==> config.mk <==
export PLATFORM = sky130hd
export DESIGN_NAME = bram_pipe
export DESIGN_NICKNAME = d
export VERILOG_FILES = /design/src/rtl/bram_pipe.sv
export SDC_FILE = /design/constraint.sdc
export NUM_CORES = 1
export LEC_CHECK = 0
export BUFFER_PORTS_ARGS = -buffer_cell sky130_fd_sc_hd__buf_2
export CAP_MARGIN = 0
export CORE_ASPECT_RATIO = 1.1
export CORE_MARGIN = 1
export CORE_UTILIZATION = 43
export DETAILED_ROUTE_END_ITERATION = 10
export GPL_TIMING_DRIVEN = 0
export SLEW_MARGIN = 5
export SYNTH_ARGS = -nofsm -noshare
export SYNTH_HDL_FRONTEND = slang
export SYNTH_SLANG_ARGS = --single-unit
==> constraint.sdc <==
create_clock -name clk -period 4.65 [get_ports clk]
set_input_delay 0.6975 -clock clk [delete_from_list [all_inputs] [get_ports clk]]
set_output_delay 0.6975 -clock clk [all_outputs]
set_load 0.01 [all_outputs]
==> src/rtl/bram_pipe.sv <==
// rtl/bram_pipe.sv - single-port-pair block RAM with clear sequencer, byte enables and pipelined reads
module bram_pipe #(
  parameter int ADDR_WIDTH = 3,
  parameter int RAM_DEPTH = 2**ADDR_WIDTH,
  parameter int DATA_WIDTH = 8,
  parameter int READ_NB_FFD = 1,
  parameter int RDW_MODE = 0,
  parameter logic [DATA_WIDTH-1:0] INIT_VALUE = '0
) (
  input  logic                    clk,
  input  logic                    srst,
  output logic                    ready,
  input  logic                    wren,
  input  logic [ADDR_WIDTH-1:0]   wraddr,
  input  logic [DATA_WIDTH/8-1:0] wrbe,
  input  logic [DATA_WIDTH-1:0]   wrdata,
  input  logic                    rden,
  input  logic [ADDR_WIDTH-1:0]   rdaddr,
  output logic [DATA_WIDTH-1:0]   rddata,
  output logic                    rdvalid
);

  localparam int NB = DATA_WIDTH / 8;
  localparam logic [0:0] CLEAR = 1'b0;
  localparam logic [0:0] READY = 1'b1;
  // One extra bit so a full power-of-two depth is representable.
  localparam logic [ADDR_WIDTH:0]   DEPTH = (ADDR_WIDTH + 1)'(RAM_DEPTH);
  localparam logic [ADDR_WIDTH-1:0] LAST  = ADDR_WIDTH'(RAM_DEPTH - 1);

  logic [DATA_WIDTH-1:0] mem [RAM_DEPTH];
  logic [0:0]            state;
  logic [ADDR_WIDTH-1:0] clr_cnt;

  logic                  wr_ok;
  logic                  rd_in_range;
  logic                  rd_ok;
  logic                  rdw_hit;
  logic [DATA_WIDTH-1:0] rd_word;
  logic [DATA_WIDTH-1:0] rdw_word;
  logic [DATA_WIDTH-1:0] rd_result;

  logic [READ_NB_FFD-1:0] vld_pipe;
  logic [DATA_WIDTH-1:0]  dat_pipe [READ_NB_FFD];

  // Requests are only honoured once the clear has finished; out-of-range addresses drop writes.
  assign wr_ok       = (state == READY) && wren && ({1'b0, wraddr} < DEPTH);
  assign rd_in_range = ({1'b0, rdaddr} < DEPTH);
  assign rd_ok       = (state == READY) && rden;
  assign rdw_hit     = wr_ok && rd_ok && (wraddr == rdaddr);

  // Read word selection: zero for out-of-range, optional bypass of a same-cycle write.
  always_comb begin
    rd_word  = rd_in_range ? mem[rdaddr] : '0;
    rdw_word = rd_word;
    for (int i = 0; i < NB; i++) begin
      if (wrbe[i]) rdw_word[8*i +: 8] = wrdata[8*i +: 8];
    end
    rd_result = (RDW_MODE == 1 && rdw_hit) ? rdw_word : rd_word;
  end

  // Clear sequencer: walks every address once after reset, then hands over to READY.
  always_ff @(posedge clk) begin
    if (srst) begin
      state   <= CLEAR;
      clr_cnt <= '0;
    end else if (state == CLEAR) begin
      if (clr_cnt == LAST) begin
        state   <= READY;
        clr_cnt <= '0;
      end else begin
        clr_cnt <= clr_cnt + 1'b1;
      end
    end
  end

  // Memory array: clear writes in CLEAR, byte-lane writes in READY; no reset on contents.
  always_ff @(posedge clk) begin
    if (!srst) begin
      if (state == CLEAR) begin
        mem[clr_cnt] <= INIT_VALUE;
      end else if (wr_ok) begin
        for (int i = 0; i < NB; i++) begin
          if (wrbe[i]) mem[wraddr][8*i +: 8] <= wrdata[8*i +: 8];
        end
      end
    end
  end

  // Read pipeline: data stages only load behind a valid, so the output holds between pulses.
  always_ff @(posedge clk) begin
    if (srst) begin
      vld_pipe <= '0;
      for (int i = 0; i < READ_NB_FFD; i++) dat_pipe[i] <= '0;
    end else begin
      vld_pipe[0] <= rd_ok;
      if (rd_ok) dat_pipe[0] <= rd_result;
      for (int i = 1; i < READ_NB_FFD; i++) begin
        vld_pipe[i] <= vld_pipe[i-1];
        if (vld_pipe[i-1]) dat_pipe[i] <= dat_pipe[i-1];
      end
    end
  end

  assign ready   = (state == READY);
  assign rdvalid = vld_pipe[READ_NB_FFD-1];
  assign rddata  = dat_pipe[READ_NB_FFD-1];

endmodule

==> results.yml <==
clocking:
  cts_root_buf: "clkbuf_8"
  postCtsSetupBuffers: 0
  cts_resized: 0
  cts_tree: "yes"
  holdBufCountCts: 0
  htreeDepth: 3
  clk_latency_ps: 350
  cts_buffers: 9
  clock-sinks: 77
  clockBufferDepth: 2
  path_clk_slew_ps: 70
global_route:
  antenna_found_initial: 0
  grt_start_max_net_pins: 14
  grt_usage_pct: 16.7
  grt_pass1_vias: 1658
  grt_pass1_wl_um: 8980
  grt.overflow.total: 0
detailed_routing:
  viasPerCell: 5.32
  wire_per_inst_um: 18.3
  dr.pass1.iters: 4
  ant_nets: 0
  drc: 0
  num_vias: 1676
  drtIter0Drc: 76
  routed_wl_um: 5760
worst_setup_path:
  path_buf_inv: 1
  critPathCaptureType: "register"
  required_ps: 4600
  worst_path_dominant_cell_family: "simple AND/OR/NAND/NOR gates"
  cpPeakStageDelay_ps: 980
  timing.rr.start: "ready"
  arrival_ps: 2520
  slowest_stage: "nor3_1"
  worstPathCellList: "buf_6 > and4b_2 > mux2_2 > nor3_1"
  worstSetupPathType: "primary input to register"
  cp_max_fo: 9
  cp-startpoint: "srst"
  start_kind: "primary input"
die:
  die_area_um2: 7600
  die_h_um: 91.3
  floorplan.initialDensity_pct: 44.5
  rows: 32
  core_um2: 7010
  die_w_um: 83.2
  io_pins: 29
synth:
  synth-seq-cells: 77
  ys_types: 24
  synth-edff-count: 72
  synth-main-ff-cell: "edfxtp_1"
  syn_nets: 209
  yosysWarnings: 0
  syn_area_um2: 3120
  ys_seq_area_share_pct: 72.5
  synthArstFlopShare_pct: 0
  syn_area_per_cell_um2: 16.6
  syn_inst: 188
job:
  maxCapViolations: 0
layout:
  synthToLayoutAreaGrowth_pct: 15.2
  drive_above_1_share_pct: 24.8
  layout.nets: 246
  diodes: 0
  layout_commonest_cell: "edfxtp_1"
  layout_common_cells: "72 x edfxtp_1, 36 x mux2i_1, 29 x buf_2"
worst_hold_path:
  hold_class: "primary input to register"
  hold_start: "srst"
sta:
  holdWs_ps: 544
  maxSlewHeadroom_pct: 18.3
  fin_crit_sh_pct: 55.2
  fmax_mhz: 390
  tns_ps: 0
  hold_viol: 0
  clock_skew_ps: 12.0
  fin_crit_ps: 2570
  slew_viol_final: 0
  tightest_slew_ps: 1220
  grt_setup_unrepaired: "no"
  setup_viol: 0
run_status:
  status: "completed"
power:
  p_per_area_nw_per_um2: 387
  leakagePower_nw: 1.45
  peakVddDrop_mv: 0.248
place:
  place_congestion: 0.677
  detailed_place_hpwl_um: 3850
  io_buffers: 26
-- registers in the layout (all words and copies together), names as in the netlist --
name	cells
mem	64
dat_pipe	8
clr_cnt	3
rdvalid	1
ready	1
-- per-stage QoR --
stage / instance area [um2] / utilization [%] / setup slack (ps) / total power [W] / cells
5_1_grt: 3590 / 51.3 / 1940 / 0.00144 / 315
6_report: 3590 / 51.3 / 2080 / 0.00139 / 315
3_3_place_gp: 3360 / 47.9 / 1620 / 0.000868 / 299
3_5_place_dp: 3360 / 47.9 / 1570 / 0.000869 / 299
4_1_cts: 3560 / 50.9 / 1940 / 0.00140 / 315
2_1_floorplan: 3120 / - / 2130 / 0.000840 / 188
-- worst reg2reg max path, cell delays in order, from the launching register on --
cell,delay [ps]
dfxtp_1,370
and4b_2,300
mux2_2,400
nor3_1,980
-- cell usage after synthesis, types with 3 or more instances --
| library cell | n | share of area (%) |
|---|---|---|
| edfxtp_1 | 72 | 69 |
| mux2i_1 | 36 | 12 |
| a22oi_1 | 16 | 3.9 |
| and2_1 | 9 | 1.8 |
| nor3_1 | 9 | 1.4 |
| and3_1 | 8 | 1.6 |
| nor2_1 | 7 | 0.84 |
| dfxtp_1 | 5 | 3.2 |
| buf_1 | 3 | 0.36 |
| buf_2 | 3 | 0.48 |
-- final timing paths --
| path | endpoint | slack, ps | depth (start not counted) |
|---|---|---|---|
| max | mem[4][4] | 2080 | 4 |
| min | ready | 540 | 2 |
| max reg2reg | mem[4][4] | 2210 | 3 |
| min reg2reg | clr_cnt[2] | 560 | 2 |
-- cell type report --
| cell class | count | area [um2] |
|---|---|---|
| sequential | 77 | 2260 |
| tap | 85 | 106 |
| multi-input combinational | 100 | 820 |
| inverter | 1 | 3.75 |
| timing repair buffer | 26 | 130 |
| buffer | 10 | 63.8 |
| fill | 593 | 3410 |
| clock buffer | 12 | 135 |
| clock inverter | 4 | 73.8 |
-- power breakdown --
group	switching [W]	internal (W)	total, W
registers	0.00000576	0.000767	0.000773
logic	0.0000499	0.0000325	0.0000823
clock network	0.000231	0.000303	0.000534
-- kinds of logic (layout without fill, tap and decap cells) --
logic type / Yosys count / count (layout) / synth area share [%]
mux: 38 / 38 / 12.3
compound gates: 20 / 20 / 4.81
fa+ha+maj: 2 / 2 / 0.802
flops: 77 / 77 / 72.5
simple gates: 40 / 40 / 7.42
buf+inv: 11 / 53 / 2.17
-- layer usage --
| metal | share of wire (%) | global-route usage [%] | up-vias |
|---|---|---|---|
| li1 | - | - | 808 |
| met1 | 42 | 20.0 | 816 |
| met2 | 52 | 27.9 | 43 |
| met3 | 4.1 | 4.27 | 9 |
| met4 | 1.7 | 8.76 | 0 |
| met5 | 0 | 0 | - |
Power figures use the tool's default switching activity.
